<file path="config.mk">
export PLATFORM = sky130hd
export DESIGN_NAME = layer_sequencer
export DESIGN_NICKNAME = d
export VERILOG_FILES = /design/src/rtl/layer_sequencer_pkg.sv /design/src/rtl/chan_idx_counter.sv /design/src/rtl/layer_sequencer.sv
export SDC_FILE = /design/constraint.sdc
export NUM_CORES = 1
export LEC_CHECK = 0
export CAP_MARGIN = 5
export CORE_MARGIN = 1
export CORE_UTILIZATION = 40
export CTS_CLUSTER_DIAMETER = 40
export DETAILED_ROUTE_END_ITERATION = 8
export HOLD_SLACK_MARGIN = 0.02
export PLACE_DENSITY = 0.67
export SYNTH_ARGS = -nofsm -noshare
export SYNTH_HDL_FRONTEND = slang
export SYNTH_SLANG_ARGS = --single-unit
</file>
<file path="constraint.sdc">
create_clock -name clk -period 1.6 [get_ports clk]
set_input_delay 0.32 -clock clk [delete_from_list [all_inputs] [get_ports clk]]
set_output_delay 0.32 -clock clk [all_outputs]
set_load 0.05 [all_outputs]
</file>
<file path="src/rtl/layer_sequencer_pkg.sv">
// rtl/layer_sequencer_pkg.sv - state encodings and width helper shared by layer controllers
package layer_sequencer_pkg;

    typedef enum logic [2:0] {
        S_IDLE    = 3'd0,
        S_CH_LOAD = 3'd1,
        S_CONV    = 3'd2,
        S_TREE    = 3'd3,
        S_COUT    = 3'd4,
        S_POOL    = 3'd5,
        S_DONE    = 3'd6
    } state_t;

    // Index width for a channel count; a single channel still gets a 1-bit index.
    function automatic int idx_w(input int n);
        return (n > 1) ? $clog2(n) : 1;
    endfunction

endpackage

</file>
<file path="src/rtl/chan_idx_counter.sv">
// rtl/chan_idx_counter.sv - nested input/output channel index counter with saturation flags
module chan_idx_counter
    import layer_sequencer_pkg::*;
#(
    parameter int IC = 3,
    parameter int OC = 8
) (
    input  logic                  clk,
    input  logic                  rst,
    input  logic                  clr,
    input  logic                  inc_ic,
    input  logic                  inc_oc_clr_ic,
    output logic [idx_w(IC)-1:0]  ic_idx,
    output logic [idx_w(OC)-1:0]  oc_idx,
    output logic                  last_ic,
    output logic                  last_oc
);

    localparam int ICW = idx_w(IC);
    localparam int OCW = idx_w(OC);

    assign last_ic = (ic_idx == ICW'(IC - 1));
    assign last_oc = (oc_idx == OCW'(OC - 1));

    // Increments are gated by the last flags so the indices saturate instead of wrapping.
    always_ff @(posedge clk or posedge rst) begin
        if (rst) begin
            ic_idx <= '0;
            oc_idx <= '0;
        end else if (clr) begin
            ic_idx <= '0;
            oc_idx <= '0;
        end else if (inc_oc_clr_ic) begin
            ic_idx <= '0;
            if (!last_oc) begin
                oc_idx <= oc_idx + 1'b1;
            end
        end else if (inc_ic && !last_ic) begin
            ic_idx <= ic_idx + 1'b1;
        end
    end

endmodule

</file>
<file path="src/rtl/layer_sequencer.sv">
// rtl/layer_sequencer.sv - per-layer control FSM stepping IC x OC channels through load/conv/tree/cout/pool
module layer_sequencer
    import layer_sequencer_pkg::*;
#(
    parameter int IC      = 3,
    parameter int OC      = 8,
    parameter int POOL_EN = 1
) (
    input  logic                  clk,
    input  logic                  rst,
    input  logic                  start,
    input  logic                  abort,
    input  logic                  conv_done,
    input  logic                  tree_done,
    input  logic                  pool_done,
    output logic                  c_load,
    output logic                  conv,
    output logic                  tree,
    output logic                  cout,
    output logic                  pool,
    output logic [idx_w(IC)-1:0]  ic_idx,
    output logic [idx_w(OC)-1:0]  oc_idx,
    output logic                  busy,
    output logic                  layer_done
);

    state_t state;
    state_t state_next;
    logic   idx_clr;
    logic   idx_inc_ic;
    logic   idx_inc_oc;
    logic   last_ic;
    logic   last_oc;

    chan_idx_counter #(
        .IC(IC),
        .OC(OC)
    ) u_idx (
        .clk           (clk),
        .rst           (rst),
        .clr           (idx_clr),
        .inc_ic        (idx_inc_ic),
        .inc_oc_clr_ic (idx_inc_oc),
        .ic_idx        (ic_idx),
        .oc_idx        (oc_idx),
        .last_ic       (last_ic),
        .last_oc       (last_oc)
    );

    always_ff @(posedge clk or posedge rst) begin
        if (rst) begin
            state <= S_IDLE;
        end else begin
            state <= state_next;
        end
    end

    always_comb begin
        state_next = state;
        idx_clr    = 1'b0;
        idx_inc_ic = 1'b0;
        idx_inc_oc = 1'b0;
        case (state)
            S_IDLE: begin
                if (start) begin
                    state_next = S_CH_LOAD;
                    idx_clr    = 1'b1;
                end
            end
            S_CH_LOAD: state_next = S_CONV;
            S_CONV: begin
                if (conv_done) begin
                    if (!last_ic) begin
                        idx_inc_ic = 1'b1;
                        state_next = S_CH_LOAD;
                    end else if (IC > 1) begin
                        state_next = S_TREE;
                    end else begin
                        state_next = S_COUT;
                    end
                end
            end
            S_TREE: begin
                if (tree_done) begin
                    state_next = S_COUT;
                end
            end
            S_COUT: begin
                if (!last_oc) begin
                    idx_inc_oc = 1'b1;
                    state_next = S_CH_LOAD;
                end else if (POOL_EN != 0) begin
                    state_next = S_POOL;
                end else begin
                    state_next = S_DONE;
                end
            end
            S_POOL: begin
                if (pool_done) begin
                    state_next = S_DONE;
                end
            end
            S_DONE: begin
                state_next = S_IDLE;
                idx_clr    = 1'b1;
            end
            default: begin
                state_next = S_IDLE;
                idx_clr    = 1'b1;
            end
        endcase
        // Abort overrides everything, including a simultaneous start in IDLE.
        if (abort) begin
            state_next = S_IDLE;
            idx_clr    = 1'b1;
            idx_inc_ic = 1'b0;
            idx_inc_oc = 1'b0;
        end
    end

    assign c_load     = (state == S_CH_LOAD);
    assign conv       = (state == S_CONV);
    assign tree       = (state == S_TREE);
    assign cout       = (state == S_COUT);
    assign pool       = (state == S_POOL);
    assign layer_done = (state == S_DONE);
    assign busy       = (state != S_IDLE);

endmodule

</file>
==> flow_metrics.py <==
metrics = {
    "timing": {
        "unrepaired_setup_endpoints_after_global_routing": "true",
        "finalHoldViolCount": 0,
        "timing.final.crit_share": 0.9963,
        "finalSetupViolations": 0,
        "fin_worst_skew_ns": 0.002305,
        "slew-limit-headroom": 0.7844,
        "maxSlewViolCount": 0,
        "period_minus_slack_ns": 1.594,
        "worstMarginPinSlew_ns": 0.3230,
        "hold_slack_ns": 0.3158,
        "max_freq_mhz": 627.3,
    },
    "finish": {
        "drive_above_1_share": 0.5326,
        "diodes": 0,
        "final_nets": 103,
        "fillerInstances": 85,
        "layoutNonFillerInstCount": 107,
        "flow.area_growth_from_synthesis_pct": 85.81,
        "stdcell_area_um2": 1065,
    },
    "clock_network": {
        "cts-htree-levels": 1,
        "cts_buffer_depth": 2,
        "cts_hold_buffers": 0,
        "clock_latency_ns": 0.25,
        "cts_sinks": 8,
        "clockRootBuffer": "sky130_fd_sc_hd__clkbuf_4",
        "clk_pin_slew_worst_paths_ns": 0.06,
        "cts_tree": "built",
        "cts-buffers-inserted": 3,
    },
    "floorplan": {
        "floorplan.rows": 13,
        "fp.dieW_um": 39.85,
        "ios": 19,
        "initial_core_util": 0.4349,
        "die-area_um2": 1588,
        "core_area_um2": 1318,
        "die_height_um": 39.85,
    },
    "critical_path": {
        "cp.arrival_ns": 1.27,
        "critical_path_s_slowest_cell": "sky130_fd_sc_hd__dfrtp_2",
        "end_kind": "output pin",
        "critical_path.n_buffers_inverters": 2,
        "rr_startpoint": "state[2]",
        "timing.setup.critical_path_class": "register to output pin",
        "worstPathMaxFanout": 8,
        "timing.reg2reg.worst_path_depth": 4,
        "cp_top_family": "flip-flops",
        "crit_chain": "buf_4 -> nor3b_2 -> buf_12",
        "critical_path_required_ns": 1.28,
        "cp_slowest_stage_delay_ns": 0.45,
        "critical_path.startpoint_type": "register",
        "r2r_setup_slack_ns": 0.05,
        "rr_endpoint": "u_idx.ic_idx[1]",
    },
    "synth": {
        "synth_area_um2": 573.1,
        "syn_area_per_cell_um2": 9.880,
        "synth.yosys.warnings": 0,
        "yosys-top-cells-area": "sky130_fd_sc_hd__dfrtp_1 (35%), sky130_fd_sc_hd__ha_1 (6.6%), sky130_fd_sc_hd__nor4b_4 (4.1%)",
        "flop_and_latch_count_out_of_synthesis": 8,
        "synth_cells": 58,
        "syn_nets": 68,
        "synth_seq_area_share": 0.3493,
        "ys_types": 31,
        "synth_largest_type_area_fraction": 0.3493,
        "synth.largest_area_cell": "sky130_fd_sc_hd__dfrtp_1",
    },
    "place": {
        "portBuffers": 18,
        "number_of_placed_instances_with_taps_included": 94,
        "placed_area_um2": 935.9,
        "place.detailed.hpwl_mm": 1.005,
        "gpl.final_weighted_congestion": 0.8187,
    },
    "power_and_ir_drop": {
        "power_mw": 0.5607,
        "cellPowerDensity_nw_per_um2": 526.6,
        "leakage_nw": 0.4507,
        "irDropWorstVdd_mv": 0.3834,
    },
    "routing": {
        "ant_nets": 0,
        "detail_route.first_pass.iterations": 4,
        "number_of_violations_reported_at_the_end_of_detailed_routing_iteration_0": 4,
        "drt_drc_violations_left": 0,
        "detailed_route_via_count": 552,
        "vias_per_cell": 5.159,
        "wirelength_mm": 1.523,
        "detail_route.wl_per_cell_um": 14.23,
    },
    "outcome": {
        "status": "completed",
    },
    "global_route": {
        "vias_in_the_first_global_route": 514,
        "grt_usage": 0.2296,
        "antenna_found_initial": 0,
        "gr-total-overflow": 0,
        "grt_first_pass_wirelength_mm": 2.304,
        "grt_start_max_net_pins": 13,
    },
    "min_path": {
        "worst_hold_path_type": "input pin to async pin",
    },
    "flow_run": {
        "max_cap_violations": 0,
    },
}
==> Yosys cell counts, drive strengths merged <==
cell type  count
and2           1
nand3          2
o21ai          3
and3           1
nor2           5
nor2b          1
nand2b         2
and3b          2
nor4b          2
mux2i          2
a21o           2
a211oi         1
buf            3
nand2          1
inv            3
nor4           1
or2b           1
xnor2          1
or3            1
ha             3
or3b           1
mux4           1
a21oi          4
nor3b          4
dfrtp          8
or2            2
==> logic make-up (layout without fill, tap and decap cells) <==
logic type               after synthesis  after routing  share of synthesized area
AO/OA/AOI/OAI                         10             10                     0.1004
XOR/XNOR                               1              1                    0.01529
adder cells (fa/ha/maj)                3              3                    0.06551
buffers and inverters                  6             40                    0.05677
flip-flops                             8              8                     0.3493
multiplexers                           3              3                    0.07423
AND/OR/NAND/NOR                       27             27                     0.3385
==> worst max-delay path by stage <==
stage | slack, ns | depth (start not counted) | startpoint | end
CTS | 0.0009 | 2 | state[1] | busy
floorplan | -0.05 | 2 | state[0] | c_load
global placement | -0.08 | 4 | start | u_idx.ic_idx[1]
finish | 0.006 | 3 | state[1] | cout
detailed placement | -0.11 | 4 | start | u_idx.ic_idx[1]
global route | -0.04 | 3 | state[1] | cout
==> layout by cell type, fill, tap and decap left out, types with 2 or more instances in the layout <==
master,count
sky130_fd_sc_hd__or2_1,2
sky130_fd_sc_hd__nand3_1,2
sky130_fd_sc_hd__nand2b_1,2
sky130_fd_sc_hd__nor3b_4,2
sky130_fd_sc_hd__dfrtp_1,2
sky130_fd_sc_hd__mux2i_1,2
sky130_fd_sc_hd__buf_12,10
sky130_fd_sc_hd__clkbuf_4,3
sky130_fd_sc_hd__a21o_1,2
sky130_fd_sc_hd__nor2_1,4
sky130_fd_sc_hd__a21oi_1,3
sky130_fd_sc_hd__ha_4,2
sky130_fd_sc_hd__buf_4,15
sky130_fd_sc_hd__o21ai_0,3
sky130_fd_sc_hd__clkdlybuf4s50_1,6
sky130_fd_sc_hd__dfrtp_2,6
sky130_fd_sc_hd__inv_1,3
==> repair_timing <==
| item | in CTS | in global routing |
|---|---|---|
| pin swaps | 0 | 2 |
| buffers inserted | 8 | 1 |
| gates resized for setup | 5 | 5 |
| endpoints found under the setup margin | 7 | 9 |
| hold endpoints to repair | 0 | 0 |
==> report_power, final <==
part | switching [mW] | internal (mW)
Clock | 0.0699 | 0.0955
Sequential | 0.00711 | 0.208
Combinational | 0.0868 | 0.0935
Total | 0.164 | 0.397
==> final cells by class <==
type | count | area, um2 | share of cell area
clock buffers | 4 | 26.28 | 0.02468
inverters | 3 | 11.26 | 0.01058
multi-input cells | 44 | 401.6 | 0.3772
flip-flops and latches | 8 | 207.7 | 0.1951
well taps | 15 | 18.77 | 0.01763
repair buffers | 33 | 399.1 | 0.3749
==> stage by stage <==
step / worst slack [ns] / setup TNS [ns] / utilization
6_report: 0.005895 / 0 / 0.8082
5_1_grt: -0.04259 / -0.1969 / 0.8082
4_1_cts: 0.0008819 / 0 / 0.7863
3_5_place_dp: -0.1144 / -0.2283 / 0.7104
3_3_place_gp: -0.07634 / -0.1401 / 0.7104
2_1_floorplan: -0.04564 / -0.06213 / -
==> per-layer routing <==
layer | part of all wire | GRT usage | wire length, um | vias up
met5 | 0 | 0 | 0 | -
met4 | 0.012 | 0.08621 | 19 | 0
met3 | 0.024 | 0.05682 | 37 | 4
met2 | 0.49 | 0.3484 | 747 | 8
met1 | 0.47 | 0.3080 | 719 | 265
li1 | - | - | - | 275
==> registers in the layout (all words and copies together) (netlist names) <==
name and count:
state 3, u_idx.oc_idx 3, u_idx.ic_idx 2
Note: power is estimated with default switching activity, not from simulation.
